<file path="src/rtl/contador_bcd_2dig.sv">
// ============================================================================
// Module   : contador_bcd_2dig
// Brief    : Two-digit BCD up/down counter with prescaler, parallel load and
//            wrap flag; feeds the units/tens 7-segment decoders.
// Revision : 1.0
// ============================================================================
`default_nettype none

module contador_bcd_2dig #(
   parameter int PRESCALE = 50_000_000,
   parameter int PS_W     = (PRESCALE > 1) ? $clog2(PRESCALE) : 1
) (
   input  logic       clk,
   input  logic       rst,
   input  logic       en,
   input  logic       up,
   input  logic       load,
   input  logic [7:0] load_val,
   output logic [3:0] unidade,
   output logic [3:0] dezena,
   output logic       tick,
   output logic       carry,
   output logic       err
);

   localparam logic [PS_W-1:0] c_ps_last = PS_W'(PRESCALE - 1);

   logic [PS_W-1:0] r_ps;
   logic [3:0]      r_uni;
   logic [3:0]      r_dez;
   logic            r_tick;
   logic            r_carry;
   logic            r_err;

   logic            w_step;
   logic            w_load_ok;
   logic [3:0]      w_uni_nxt;
   logic [3:0]      w_dez_nxt;
   logic            w_wrap;

   assign w_step    = en && (r_ps == c_ps_last);
   assign w_load_ok = (load_val[7:4] <= 4'd9) && (load_val[3:0] <= 4'd9);

   // Next digit pair for one step; only ever produces digits in 0..9.
   always_comb begin
      w_uni_nxt = r_uni;
      w_dez_nxt = r_dez;
      w_wrap    = 1'b0;
      if (up) begin
         if (r_uni >= 4'd9) begin
            w_uni_nxt = 4'd0;
            if (r_dez >= 4'd9) begin
               w_dez_nxt = 4'd0;
               w_wrap    = 1'b1;
            end else begin
               w_dez_nxt = r_dez + 4'd1;
            end
         end else begin
            w_uni_nxt = r_uni + 4'd1;
         end
      end else begin
         if (r_uni == 4'd0) begin
            w_uni_nxt = 4'd9;
            if (r_dez == 4'd0) begin
               w_dez_nxt = 4'd9;
               w_wrap    = 1'b1;
            end else begin
               w_dez_nxt = r_dez - 4'd1;
            end
         end else begin
            w_uni_nxt = r_uni - 4'd1;
         end
      end
   end

   // Load outranks a step; a rejected load also freezes the prescaler.
   always_ff @(posedge clk) begin
      if (rst) begin
         r_ps    <= '0;
         r_uni   <= 4'd0;
         r_dez   <= 4'd0;
         r_tick  <= 1'b0;
         r_carry <= 1'b0;
         r_err   <= 1'b0;
      end else begin
         r_tick  <= 1'b0;
         r_carry <= 1'b0;
         if (load) begin
            if (w_load_ok) begin
               r_uni <= load_val[3:0];
               r_dez <= load_val[7:4];
               r_ps  <= '0;
               r_err <= 1'b0;
            end else begin
               r_err <= 1'b1;
            end
         end else if (w_step) begin
            r_ps    <= '0;
            r_uni   <= w_uni_nxt;
            r_dez   <= w_dez_nxt;
            r_tick  <= 1'b1;
            r_carry <= w_wrap;
         end else if (en) begin
            r_ps <= r_ps + PS_W'(1);
         end
      end
   end

   assign unidade = r_uni;
   assign dezena  = r_dez;
   assign tick    = r_tick;
   assign carry   = r_carry;
   assign err     = r_err;

endmodule

`default_nettype wire
</file>
<file path="config.mk">
export PLATFORM = sky130hd
export DESIGN_NAME = contador_bcd_2dig
export DESIGN_NICKNAME = d
export VERILOG_FILES = /design/src/rtl/contador_bcd_2dig.sv
export SDC_FILE = /design/constraint.sdc
export NUM_CORES = 1
export LEC_CHECK = 0
export BUFFER_PORTS_ARGS = -buffer_cell sky130_fd_sc_hd__buf_2
export CAP_MARGIN = 15
export CELL_PAD_IN_SITES_DETAIL_PLACEMENT = 1
export CELL_PAD_IN_SITES_GLOBAL_PLACEMENT = 1
export CORE_UTILIZATION = 40
export CTS_CLUSTER_SIZE = 20
export DETAILED_ROUTE_END_ITERATION = 10
export PLACE_DENSITY_LB_ADDON = 0.1
export SYNTH_ARGS = -nofsm -noshare
export SYNTH_HDL_FRONTEND = slang
export SYNTH_SLANG_ARGS = --single-unit
</file>
<file path="constraint.sdc">
create_clock -name clk -period 1.8 [get_ports clk]
set_input_delay 0.54 -clock clk [delete_from_list [all_inputs] [get_ports clk]]
set_output_delay 0.54 -clock clk [all_outputs]
set_load 0.05 [all_outputs]
</file>
# Yosys cells after proc, flatten, opt, wreduce, memory -nomap -nowiden
# Index checks and enable logic that the tools add are counted.
# totals
regBits,37
elab_cells,56
output_inout_bits,11
in_bits,13
# classes
n_lt_le_gt_ge,4
eq_ne,3
add_sub_neg,5
bitwise,1
n_reduce_logical,12
n_mux,25
# ops
operator,count
two-way mux 26 bit,4
two-way mux 4 bit,14
"adder 26 x 1 -> 26 bit, second input constant",1
"equality test 26 bit, second input constant",1
"adder 4 x 1 -> 4 bit, second input constant",2
">= comparator 4 bit, second input constant",2
"less-or-equal comparator 4 bit, second input constant",2
zero test 4 bit,2
"subtractor 4 x 1 -> 4 bit, second input constant",2
two-way mux 1 bit,7
nonzero test 3 bit,2
AND reduction 2 bit,2
AND reduction 4 bit,1
"inequality test 3 x 1 -> 1 bit, second input constant",1
OR reduction 3 bit,1
logical AND 1 bit,2
"inequality test 2 x 1 -> 1 bit, second input constant",1
nonzero test 2 bit,1
OR reduction 2 bit,1
inverter 1 bit,1

# Longest topological paths before layout
# logic_depth
ltp_word,6
mapped_depth,8
depth_no_buf,7

# Worst setup path after synthesis
# No wires, ideal clock.
# synth_timing
path_type,register to register
startpoint,register r_dez[1] (netlist: dezena[1])
endpoint,register r_dez[2] (netlist: dezena[2])
stages_incl_launch_ff,8
t_arrival_ns,2.211
period_less_slack_ns,2.304
setup_ns,0.092
n_path_buf,0
setup_slack_ns,-0.504
required_time_ns,1.708
path_cell_list,dfxtp_1 -> inv_1 -> ha_1 -> or3b_4 -> a21bo_2 -> nor4b_1 -> a211oi_1 -> o32ai_1
# synth_between
elab_chain_cells,6
elab_cells_between_ends,11
cone_classes,add/sub: 2; order compare: 1; mux: 7; reduce/logical: 1
# synth_rtl
element,line_no,text
from (decl),30,logic [3:0] r_dez;
from (signal assigned),91,r_dez <= load_val[7:4];
from (signal assigned),100,r_dez <= w_dez_nxt;
subtractor 4 x 1 -> 4 bit (tied with other cells),68,w_dez_nxt = r_dez - 4'd1;
two-way mux 4 bit (on tied branches),"64, 52",
two-way mux 4 bit (on tied branches),"62, 50",
two-way mux 4 bit *,49,if (up) begin
two-way mux 4 bit *,97,end else if (w_step) begin
two-way mux 4 bit *,88,if (load) begin
# Every way passes the cells marked *; elsewhere a longest branch is shown, timed or not. The select of a mux whose other input is x is not followed.
# A chain may end at the register's enable or synchronous reset.

# Worst setup path in the final report
# layout_timing
startpoint,register r_dez[0] (netlist: dezena[0])
endpoint,register r_dez[2] (netlist: dezena[2])
# Same word-level chain as after synthesis.

==> run metrics <==
CP cell instances=inv_4 > ha_4 > or3b_4 > a21bo_4 > nor4b_4 > a211oi_2 > o32ai_2; post-synthesis register bit count=37; Crit-path slowest cell=or3b_4; vias per cell=5.35; max cap viols=0; grt total ovfl=0; TritonCTS sink count=37; XOR/XNOR Fraction of Synth Area=7.58%; Post-synth EDFFs=0; normalized max-slew margin=70.4%; Peak VDD IR=345 uV; critical setup path kind=reg -> reg; syn_area_per_cell=8.54 um2; Clock Tree Buf Depth=2; RSZ-0062 raised after global routing=yes; fin crit share=100%; critical path endpoint category=register; Initial Utilization=41.2%; Clock Latency Late Sink=0.30 ns; Hold Crit Class=reg -> reg; crit-path max FO=4; Hold Violations, Final=0; status=finished, violations left; DPL Wire Length=5.31 mm; routed len/inst=16.0 um; power per cell area=529 nW/um2; I/O Pins=24; Initial DRC Count=43; Startpoint Class=register; Vias=2418; largest net degree at the start of global routing=27; asr flop ratio synth=0%; Max Fclk=553 MHz; share of cells above drive strength 1=48.3%; Final Worst Setup Slack=-0.00703 ns; worst slew pin tran=0.443 ns; Lkg Pwr=1.40 nW; Antenna Nets Post-Route=0; area of the mapped netlist=2430 um2; CP arrival=2.02 ns; failing checks=negative setup slack; core area=5890 um2; DRC=0; Netlist cell types=64; # hold bufs at CTS=0; multiplexer share of the synthesized area=1.24%; Final setup viols=1; CTS tree=yes; DIE WIDTH=79.9 um; vias in the first global route=2450; total chip power=1.88 mW; synth warn=0; global-route wire length before repair=11.5 mm; Layout Nets=398; compound-gate portion of the synthesized area=16.9%; clock-pin slew on the worst setup and hold paths=0.08 ns; post-synthesis simple-gate area fraction=33.3%; H-tree depth=2; Max Slew Vio Count=0; Root Driver=clkbuf_8; Synth Instances=284; main flop type after synthesis=dfxtp_1; clock skew=0.0125 ns; Die Y-Extent=79.9 um; Total Routing Usage GR=23.5%; Data required, critical path=2.01 ns; Final GP Congestion=0.778; Num CTS Buffers=5; largest family of logic cells by synthesized area=simple AND/OR/NAND/NOR gates; wirelength, routed=7.23 mm; syn_nets=306; cell row count=28; sequential share of the synthesized area=30.5%; Die Area=6380 um2; Synth Area in Adders=4.64%; initial antenna violation count=0; PortBufs=23; post-layout util=60.4%; Syn-to-layout area delta=46.4%; Final min period=1.81 ns; Crit path largest cell delay=0.40 ns; 1st-pass router iterations=4; Antenna Cells=0
-- sequential cells by signal, summed over array words and instances (netlist names) --
register and cells:
carry 1, dezena 4, err 1, r_ps 26
tick 1, unidade 4
-- power by group --
| group | switching [mW] | total (mW) | leakage, nW | internal [mW] |
|---|---|---|---|---|
| logic | 0.257 | 0.460 | 1.06 | 0.203 |
| registers | 0.0161 | 0.848 | 0.307 | 0.832 |
| clock network | 0.302 | 0.572 | 0.0399 | 0.270 |
-- worst paths after layout --
kind	start	cells past startpoint	to	slack (ns)
worst max-delay path	dezena[0]$_SDFFE_PP0P_	7	dezena[2]$_SDFFE_PP0P_	-0.007
worst min-delay path	err$_SDFFE_PP0P_	1	err$_SDFFE_PP0P_	0.47
worst max register to register	dezena[0]$_SDFFE_PP0P_	7	dezena[2]$_SDFFE_PP0P_	-0.007
worst min register to register	err$_SDFFE_PP0P_	1	err$_SDFFE_PP0P_	0.47
-- through the flow --
stage                     setup TNS (ns)  worst slack, ns  area [um2]  cells  hold WS, ns
final                           -0.00703         -0.00703        3550    452        0.466
after global routing              -0.292          -0.0868        3550    452        0.496
after CTS                        -0.0991          -0.0701        3410    446        0.472
after detailed placement           -5.84           -0.280        3250    436        0.453
after global placement             -4.55           -0.190        3250    436        0.445
after floorplan                  -0.0582          -0.0397        2610    284        0.458
-- cell families after synthesis --
logic type	count (synthesis)
muxes	3
xor gates and xnor gates	21
DFF	37
and+or+nand+nor	128
buffers and inverters	29
AOI/OAI and AO/OA	57
adders and majority gates	9
-- worst max-delay path: cells and delay by family, from the launching register on --
| family | cells | cell delay [ns] |
|---|---|---|
| buffers and inverters | 1 | 0.07 |
| adders and majority gates | 1 | 0.12 |
| AOI/OAI and AO/OA | 3 | 0.50 |
| DFF | 1 | 0.38 |
| and+or+nand+nor | 2 | 0.66 |
-- cell type report --
| type | count | area, um2 |
|---|---|---|
| multi-input combinational | 218 | 1820 |
| timing repair buffer | 98 | 711 |
| sequential | 37 | 771 |
| tap | 75 | 93.8 |
| clock inverter | 1 | 3.75 |
| fill | 712 | 2330 |
| clock buffer | 7 | 76.3 |
| inverter | 16 | 72.6 |
-- per-layer routing --
metal	vias to the layer above	track usage (%)	part of all wire, %
li1	1208	-	-
met2	30	44.3	52
met4	0	5.00	0.90
met5	-	0	0
met3	5	4.69	2.8
met1	1175	26.9	44
-- cells in the final DEF (no fill, tap or decap), types with 4 or more instances in the layout --
master / Yosys / layout
nand2_1: 24 / 23
dfxtp_1: 37 / 25
nor4_4: 4 / 7
clkbuf_8: 0 / 5
dfxtp_4: 0 / 6
ha_4: 0 / 4
nor2_1: 32 / 31
buf_4: 1 / 71
nand3_1: 7 / 7
dfxtp_2: 0 / 6
a21oi_1: 15 / 10
ha_1: 9 / 4
o21ai_0: 7 / 5
inv_4: 0 / 5
a21oi_2: 0 / 5
inv_1: 15 / 11
xnor2_1: 18 / 18
buf_2: 4 / 23
nand4_1: 7 / 7
nor3_2: 0 / 7
-- cells in the mapped netlist (all sizes together) (2+ instances only) --
cell	number	share of area, %
inv	16	2.5
a211oi	5	1.5
nor4	13	6.6
nand4	10	3.4
o22ai	3	0.77
nand4b	2	0.72
nand2b	3	0.77
nand4bb	2	0.93
xnor2	18	6.5
or3	3	0.98
buf	8	2.5
ha	9	4.6
a211o	3	1.1
clkbuf	5	0.82
o31ai	3	1.5
nand2	26	4.2
o21a	4	1.2
nor3b	2	0.62
or3b	2	0.83
a221o	2	0.83
mux2i	3	1.2
a21oi	15	3.1
dfxtp	37	31
and3	3	0.83
a31o	2	0.72
xor2	3	1.1
nand3	9	2.3
and2	2	0.52
nor2	33	5.2
nor4b	4	1.7
a31oi	2	0.77
nor3	10	2.1
o21ai	8	1.8
-- repair_timing --
| action | in CTS | in global routing |
|---|---|---|
| pin swaps | 3 | 15 |
| endpoints found under the setup margin | 33 | 35 |
| resized for setup | 16 | 24 |
| setup buffers | 2 | 6 |
Note: power is estimated with default switching activity, not from simulation.
